**config.mk**
```make
export PLATFORM = sky130hd
export DESIGN_NAME = sbox_rr_sched
export DESIGN_NICKNAME = d
export VERILOG_FILES = /design/src/rtl/sbox_rr_sched.sv
export SDC_FILE = /design/constraint.sdc
export NUM_CORES = 1
export LEC_CHECK = 0
export ABC_AREA = 0
export CAP_MARGIN = 20
export CORE_MARGIN = 1
export CORE_UTILIZATION = 40
export CTS_BUF_LIST = sky130_fd_sc_hd__clkbuf_16
export CTS_CLUSTER_DIAMETER = 30
export CTS_CLUSTER_SIZE = 12
export DETAILED_ROUTE_END_ITERATION = 16
export GPL_ROUTABILITY_DRIVEN = 0
export PLACE_DENSITY = 0.72
export REMOVE_ABC_BUFFERS = 1
export SYNTH_ARGS = -nofsm -noshare
export SYNTH_HDL_FRONTEND = slang
export SYNTH_SLANG_ARGS = --single-unit
```
**constraint.sdc**
```tcl
create_clock -name clk -period 6.8 [get_ports clk]
set_input_delay 1.36 -clock clk [delete_from_list [all_inputs] [get_ports clk]]
set_output_delay 1.36 -clock clk [all_outputs]
set_load 0.005 [all_outputs]
```
**src/rtl/sbox_rr_sched.sv**
```systemverilog
// Round-robin scheduler for one shared forward/inverse AES S-box.
// It issues one requester byte per cycle and returns each result with fixed latency.
module sbox_rr_sched #(
    parameter int N_REQ = 4,
    parameter int LAT   = 2,
    localparam int ID_W = (N_REQ > 1) ? $clog2(N_REQ) : 1
) (
    input  logic                 clk,
    input  logic                 rst,
    input  logic [N_REQ-1:0]     req_valid,
    input  logic [8*N_REQ-1:0]   req_data,
    input  logic [N_REQ-1:0]     req_inv,
    output logic [N_REQ-1:0]     req_ready,
    input  logic                 stall,
    output logic [7:0]           sbox_x,
    output logic                 sbox_zf,
    input  logic [7:0]           sbox_y,
    output logic                 rsp_valid,
    output logic [ID_W-1:0]      rsp_id,
    output logic [7:0]           rsp_data,
    output logic                 rsp_inv,
    output logic                 busy
);

    logic [ID_W-1:0]        ptr;
    logic                   v0;
    logic [ID_W-1:0]        id0;

    logic [LAT:1]           v_q;
    logic [LAT:1][ID_W-1:0] id_q;
    logic [LAT:1][7:0]      data_q;
    logic [LAT:1]           inv_q;

    logic [N_REQ-1:0]       grant;
    logic                   grant_any;
    logic [ID_W-1:0]        grant_id;
    logic [ID_W-1:0]        ptr_next;
    logic [7:0]             grant_byte;
    logic                   grant_inv;
    logic [ID_W:0]          slot;

    // Rotating priority search starting at ptr. Gating with rst keeps
    // req_ready low for the whole reset interval, not just after the first edge.
    always_comb begin
        // NOTE: every output of this block gets a default first so no latch is inferred.
        grant     = '0;
        grant_any = 1'b0;
        grant_id  = '0;
        slot      = '0;
        if (!stall && !rst) begin
            for (int j = 0; j < N_REQ; j++) begin
                slot = {1'b0, ptr} + (ID_W+1)'(j);
                if (slot >= (ID_W+1)'(N_REQ)) begin
                    slot = slot - (ID_W+1)'(N_REQ);
                end
                if (!grant_any && req_valid[slot[ID_W-1:0]]) begin
                    grant_any                = 1'b1;
                    grant[slot[ID_W-1:0]]    = 1'b1;
                    grant_id                 = slot[ID_W-1:0];
                end
            end
        end
    end

    // One-hot AND-OR select of the winning byte and direction.
    always_comb begin
        grant_byte = '0;
        grant_inv  = 1'b0;
        for (int i = 0; i < N_REQ; i++) begin
            if (grant[i]) begin
                grant_byte = grant_byte | req_data[8*i +: 8];
                grant_inv  = grant_inv | req_inv[i];
            end
        end
    end

    assign ptr_next  = (grant_id == ID_W'(N_REQ - 1)) ? '0 : grant_id + ID_W'(1);
    assign req_ready = grant;

    // Issue stage: sbox_x/sbox_zf only change on a grant so the S-box stays quiet when idle.
    always_ff @(posedge clk or posedge rst) begin
        if (rst) begin
            ptr     <= '0;
            v0      <= 1'b0;
            id0     <= '0;
            sbox_x  <= 8'h00;
            sbox_zf <= 1'b0;
        end else if (!stall) begin
            // NOTE: non-blocking assignments so every register samples pre-edge values.
            v0 <= grant_any;
            if (grant_any) begin
                sbox_x  <= grant_byte;
                sbox_zf <= grant_inv;
                id0     <= grant_id;
                ptr     <= ptr_next;
            end
        end
    end

    // Result pipeline; stage 1 closes the only path through the external S-box.
    always_ff @(posedge clk or posedge rst) begin
        if (rst) begin
            // NOTE: the whole pipeline array is reset because its contents reach rsp_* directly.
            v_q    <= '0;
            id_q   <= '0;
            data_q <= '0;
            inv_q  <= '0;
        end else if (!stall) begin
            v_q[1]    <= v0;
            id_q[1]   <= id0;
            data_q[1] <= sbox_y;
            inv_q[1]  <= sbox_zf;
            for (int k = 2; k <= LAT; k++) begin
                v_q[k]    <= v_q[k-1];
                id_q[k]   <= id_q[k-1];
                data_q[k] <= data_q[k-1];
                inv_q[k]  <= inv_q[k-1];
            end
        end
    end

    // A result held by stall is presented once, on the first cycle after stall drops.
    assign rsp_valid = v_q[LAT] & ~stall;
    assign rsp_id    = id_q[LAT];
    assign rsp_data  = data_q[LAT];
    assign rsp_inv   = inv_q[LAT];
    assign busy      = v0 | (|v_q);

endmodule

```
# --- Word-level counts from Yosys, hierarchy flattened ---
# Index checks and enable logic that the tools add are counted.
word_totals:
  ff_bits: 38
  inputBits: 51
  output_inout_bits: 26
  elab_cells: 113
classes:
  addsub: 8
  magnitude_cmp: 12
  eq_ne: 1
  muxes: 54
  bitwise_logic: 12
  n_reduce_logical: 15
ops:
  columns: ["cell", "n"]
  rows:
  - ["4-bit two-way mux", 8]
  - ["8-bit two-way mux", 4]
  - ["2-bit two-way mux", 14]
  - ["8-bit OR", 3]
  - ["1-bit two-way mux", 20]
  - ["2-bit by 3-bit less-than comparator with 1-bit output, second input constant", 4]
  - ["4-bit OR", 3]
  - ["3-bit >= comparator, second input constant", 3]
  - ["1-bit binary-select mux with 2-bit select", 4]
  - ["1-bit demux with 2-bit select", 4]
  - ["2-bit by 1-bit >= comparator with 1-bit output, second input constant", 4]
  - ["1-bit logical AND", 8]
  - ["2-bit by 1-bit subtractor with 2-bit output, second input constant", 4]
  - ["2-bit by 2-bit adder with 3-bit output, second input constant", 2]
  - ["1-bit logical NOT", 5]
  - ["1-bit OR", 4]
  - ["2-bit by 1-bit adder with 3-bit output, second input constant", 1]
  - ["2-bit by 3-bit >= comparator with 1-bit output, second input constant", 1]
  - ["2-bit by 1-bit adder with 2-bit output, second input constant", 1]
  - ["2-bit == test, second input constant", 1]
  - ["2-bit AND reduction", 1]
  - ["2-bit OR reduction", 1]
  - ["1-bit AND", 1]
  - ["1-bit NOT", 1]

# --- Longest topological paths before layout ---
depth:
  ltp_word: 26
  mapped_depth: 12
  ltp_nobuf: 10

# --- Worst setup path after synthesis ---
# Ideal clock, no wire load.
synth_path:
  path_type: "input-to-output"
  from: "input port req_valid[3]"
  to: "output port req_ready[3]"
  arrival_ps: 2836
  t_required_ps: 5440
  slack_ps: 2604
  cell_stages: 5
  path_buffers: 1
  cell_sequence: "buf_2 > mux4_2 > a2111oi_1 > a2bb2oi_2 > inv_1"
synth_between:
  elab_chain_len: 16
  elab_cells_between_ends: 31
  cone_classes: "22 x mux; 3 x bitwise; 6 x reduce/logical"
synth_lines:
  columns: ["item", "line_no", "source"]
  rows:
  - ["start, declared", "10", "input logic [N_REQ-1:0] req_valid,"]
  - ["1-bit binary-select mux with 2-bit select", "56", "if (!grant_any && req_valid[slot[ID_W-1:0]]) begin"]
  - ["1-bit two-way mux (implied by the code)", "56", null]
  - ["1-bit two-way mux", "56", null]
  - ["1-bit two-way mux", "50", "if (!stall && !rst) begin"]
  - ["1-bit logical NOT", "56", null]
  - ["1-bit logical AND", "56", null]
  - ["1-bit two-way mux", "56", null]
  - ["1-bit two-way mux", "50", null]
  - ["1-bit logical NOT", "56", null]
  - ["1-bit logical AND", "56", null]
  - ["1-bit two-way mux", "56", null]
  - ["1-bit two-way mux", "50", null]
  - ["1-bit logical NOT", "56", null]
  - ["1-bit logical AND", "56", null]
  - ["4-bit two-way mux (*)", "56", null]
  - ["4-bit two-way mux (*)", "50", null]
  - ["end, declared", "13", "output logic [N_REQ-1:0] req_ready,"]
# Mark *: on every way between the ends. The rest lies on a longest branch, timed or not. The select of a mux whose other input is x is not followed.

# --- Worst setup path in the final report ---
layout_path:
  from: "input port req_valid[2]"
  to: "output port req_ready[3]"
# Same word-level chain as after synthesis.

==> results.json <==
{
  "cpMostUsedCell": "clkdlybuf4s50_1",
  "fin_nets": 344,
  "fp.dieW_um": 80.1,
  "syn_to_final_growth_pct": 35.0,
  "setup_violations": 0,
  "hpwlAfterDp_um": 4170,
  "worst_skew_pair.late_latency_ns": 0.28,
  "reg2reg_to": "sbox_x[7]$_DFFE_PP0P_",
  "finalMaxSlewViolations": 0,
  "fmax_mhz": 184,
  "ios": 77,
  "worst-path-max-fanout": 12,
  "drc_errors": 0,
  "hold_end": "id0[0]$_DFFE_PP0P_",
  "wire_per_inst_um": 16.0,
  "pwr_density_cell_nw_per_um2": 332,
  "holdPathStages": 1,
  "fp-row-count": 28,
  "seq_area_frac_synth_pct": 39.0,
  "reg2regPathDepth": 8,
  "numCtsBuffers": 5,
  "post_synth.cell_area_avg_um2": 10.9,
  "first_pass_iters": 4,
  "holdCritStartpoint": "id0[0]$_DFFE_PP0P_",
  "drv_cap": 0,
  "ys_ff_latch": 38,
  "min_period_ns": 5.43,
  "hold_buffers": 0,
  "relSlewSlack_pct": 50.3,
  "overflow": 0,
  "synthDistinctLibCells": 48,
  "drt_first_iter_violations": 70,
  "max_stage_delay_ns": 0.65,
  "worstMarginPinSlew_ns": 0.746,
  "crit_buf_inv": 3,
  "p_comb_share_pct": 46.7,
  "die_y_um": 80.1,
  "worstSetupEndpointType": "output port",
  "netlist_instances": 224,
  "start_util_pct": 41.2,
  "yosysMostFrequentCell": "dfrtp_1",
  "io_buffers": 76,
  "hp-class": "flip-flop to flip-flop",
  "core_area_um2": 5920,
  "status": "finished, final reports clean",
  "viasPerCell": 5.49,
  "grt.total_usage_pct": 19.4,
  "numClockSinks": 38,
  "grt_max_degree": 39,
  "post_cts_buffers": 0,
  "fillers": 529,
  "layout-drive-gt1-share_pct": 16.8,
  "synth_top_cells_by_area": "dfrtp_1, mux2_2, ha_1",
  "fin_cells": 361,
  "seqPwrFrac_pct": 33.1,
  "p_sw_share_pct": 33.9,
  "antenna_found_initial": 0,
  "setup_tns_ns": 0,
  "crit_path_start_kind": "input port",
  "clk_pin_slew_ns": 0.05,
  "synth_top_area_share_pct": 39.0,
  "via_count": 1982,
  "clock_skew_ns": 0.00483,
  "worstPathCellList": "clkdlybuf4s50_1, or3b_1, a2111o_1, a21oi_4, a2bb2oi_2, inv_1, clkdlybuf4s50_1",
  "h-tree-depth": 2,
  "grt_pass1_vias": 2016,
  "place_inst": 353,
  "critPathSlowestCell": "clkdlybuf4s50_1",
  "totalWireLength_um": 5770,
  "synth_commonest_cells": "dfrtp_1, mux2_2, inv_1, buf_4, nand2_1",
  "cts-root-buf": "clkbuf_16",
  "reg2reg_slack_ns": 3.08,
  "design.die.area_um2": 6420,
  "clkPwrFrac_pct": 20.2,
  "cp_top_family": "buffers and inverters",
  "p_leak_uw": 0.00142,
  "synth-edff-count": 0,
  "antenna_cells": 0,
  "max-vdd-ir-drop_uv": 161,
  "p_sw_uw": 371,
  "rsz0062_at_grt": "no",
  "synthArstFlopShare_pct": 100,
  "grt_pass1_wl_um": 9450,
  "cp_data_required_time_ns": 5.44,
  "yosys.area.top_type": "dfrtp_1",
  "cellInternalPower_uw": 723,
  "ys.flop_type": "dfrtp_1",
  "cts_tree": "yes",
  "timing.rr.start": "ptr[0]$_DFFE_PP0P_",
  "ctsResizeCount": 0,
  "detail-route-antenna-nets": 0,
  "timing.final.crit_share_pct": 79.8,
  "crit_arrival_ns": 4.07,
  "cts_buffer_depth": 2,
  "netlist_area_um2": 2440,
  "critPathKind": "input port to output port",
  "final_hold_viol_count": 0,
  "ys_warn_count": 0
}
-- through the flow --
step | hold WS [ns] | cell area [um^2] | utilization (%) | worst slack [ns] | power (uW)
floorplan | 0.446 | 2280 | - | 2.69 | 658
global placement | 0.462 | 3150 | 53.3 | 1.43 | 866
detailed placement | 0.466 | 3150 | 53.3 | 1.35 | 876
CTS | 0.478 | 3290 | 55.6 | 1.36 | 1100
global route | 0.509 | 3290 | 55.6 | 1.10 | 1170
finish | 0.476 | 3290 | 55.6 | 1.37 | 1090
-- final cells by class --
cell class	instances	area (um^2)	area share (%)
clock inverters	3	16.3	0.494
clock buffers	5	125	3.80
multi-input cells	142	1250	38.1
well taps	75	93.8	2.85
repair buffers	79	783	23.8
flip-flops and latches	38	951	28.9
inverters	19	71.3	2.16
-- flip-flops by register name, indices dropped and copies added, names as in the netlist --
| register | flops |
|---|---|
| ptr | 2 |
| rsp_id | 2 |
| rsp_data | 8 |
| id0 | 2 |
| v_q | 2 |
| sbox_x | 8 |
| sbox_zf | 1 |
| data_q | 8 |
| id_q | 2 |
| v0 | 1 |
| inv_q | 2 |
-- cells in the final DEF, fill, tap and decap left out, types with 2 or more instances in the layout --
| master | count |
|---|---|
| a2111o_1 | 2 |
| a211o_1 | 7 |
| a21o_1 | 2 |
| a21oi_1 | 3 |
| a21oi_4 | 2 |
| a221oi_1 | 2 |
| a31oi_1 | 2 |
| a32o_1 | 7 |
| a32oi_1 | 2 |
| and3_1 | 5 |
| and3b_1 | 2 |
| buf_4 | 3 |
| clkbuf_16 | 5 |
| clkdlybuf4s50_1 | 76 |
| dfrtp_1 | 38 |
| ha_1 | 8 |
| inv_1 | 19 |
| mux2_2 | 29 |
| mux2i_1 | 6 |
| mux4_2 | 3 |
| nand2_1 | 10 |
| nand2b_1 | 2 |
| nand3_1 | 7 |
| nand3b_1 | 2 |
| nor2_1 | 6 |
| nor2b_1 | 4 |
| nor3_1 | 2 |
| o21ai_0 | 3 |
| o221ai_1 | 7 |
| o22ai_1 | 2 |
-- metal layers --
layer | GRT usage [%] | vias up | routed length [um]
met5 | 0 | - | 0
met3 | 3.75 | 8 | 219
met1 | 24.0 | 975 | 2500
li1 | - | 937 | -
met4 | 7.68 | 0 | 83
met2 | 33.0 | 62 | 2960
-- cell families after synthesis --
family	synth area share, %
compound gates	18.7
flops	39.0
fa+ha+maj	4.10
buf+inv	9.69
simple gates	9.94
mux	18.6
-- power by group through the flow --
stage | combinational (uW) | clock [uW] | sequential, uW
final | 511 | 221 | 362
after global routing | 557 | 237 | 376
after CTS | 512 | 228 | 363
after detailed placement | 510 | 0 | 366
after global placement | 500 | 0 | 365
after floorplan | 305 | 0 | 354
-- worst max path at each step --
stage / from / to / slack, ns / depth (start not counted)
after floorplan: ptr[0]$_DFFE_PP0P_ / req_ready[0] / 2.69 / 7
after global placement: req_valid[2] / req_ready[3] / 1.43 / 7
after detailed placement: req_valid[2] / req_ready[3] / 1.35 / 7
after CTS: req_valid[2] / req_ready[3] / 1.36 / 7
after global routing: ptr[0]$_DFFE_PP0P_ / req_ready[3] / 1.10 / 8
final: req_valid[2] / req_ready[3] / 1.37 / 7
Power figures use the tool's default switching activity.
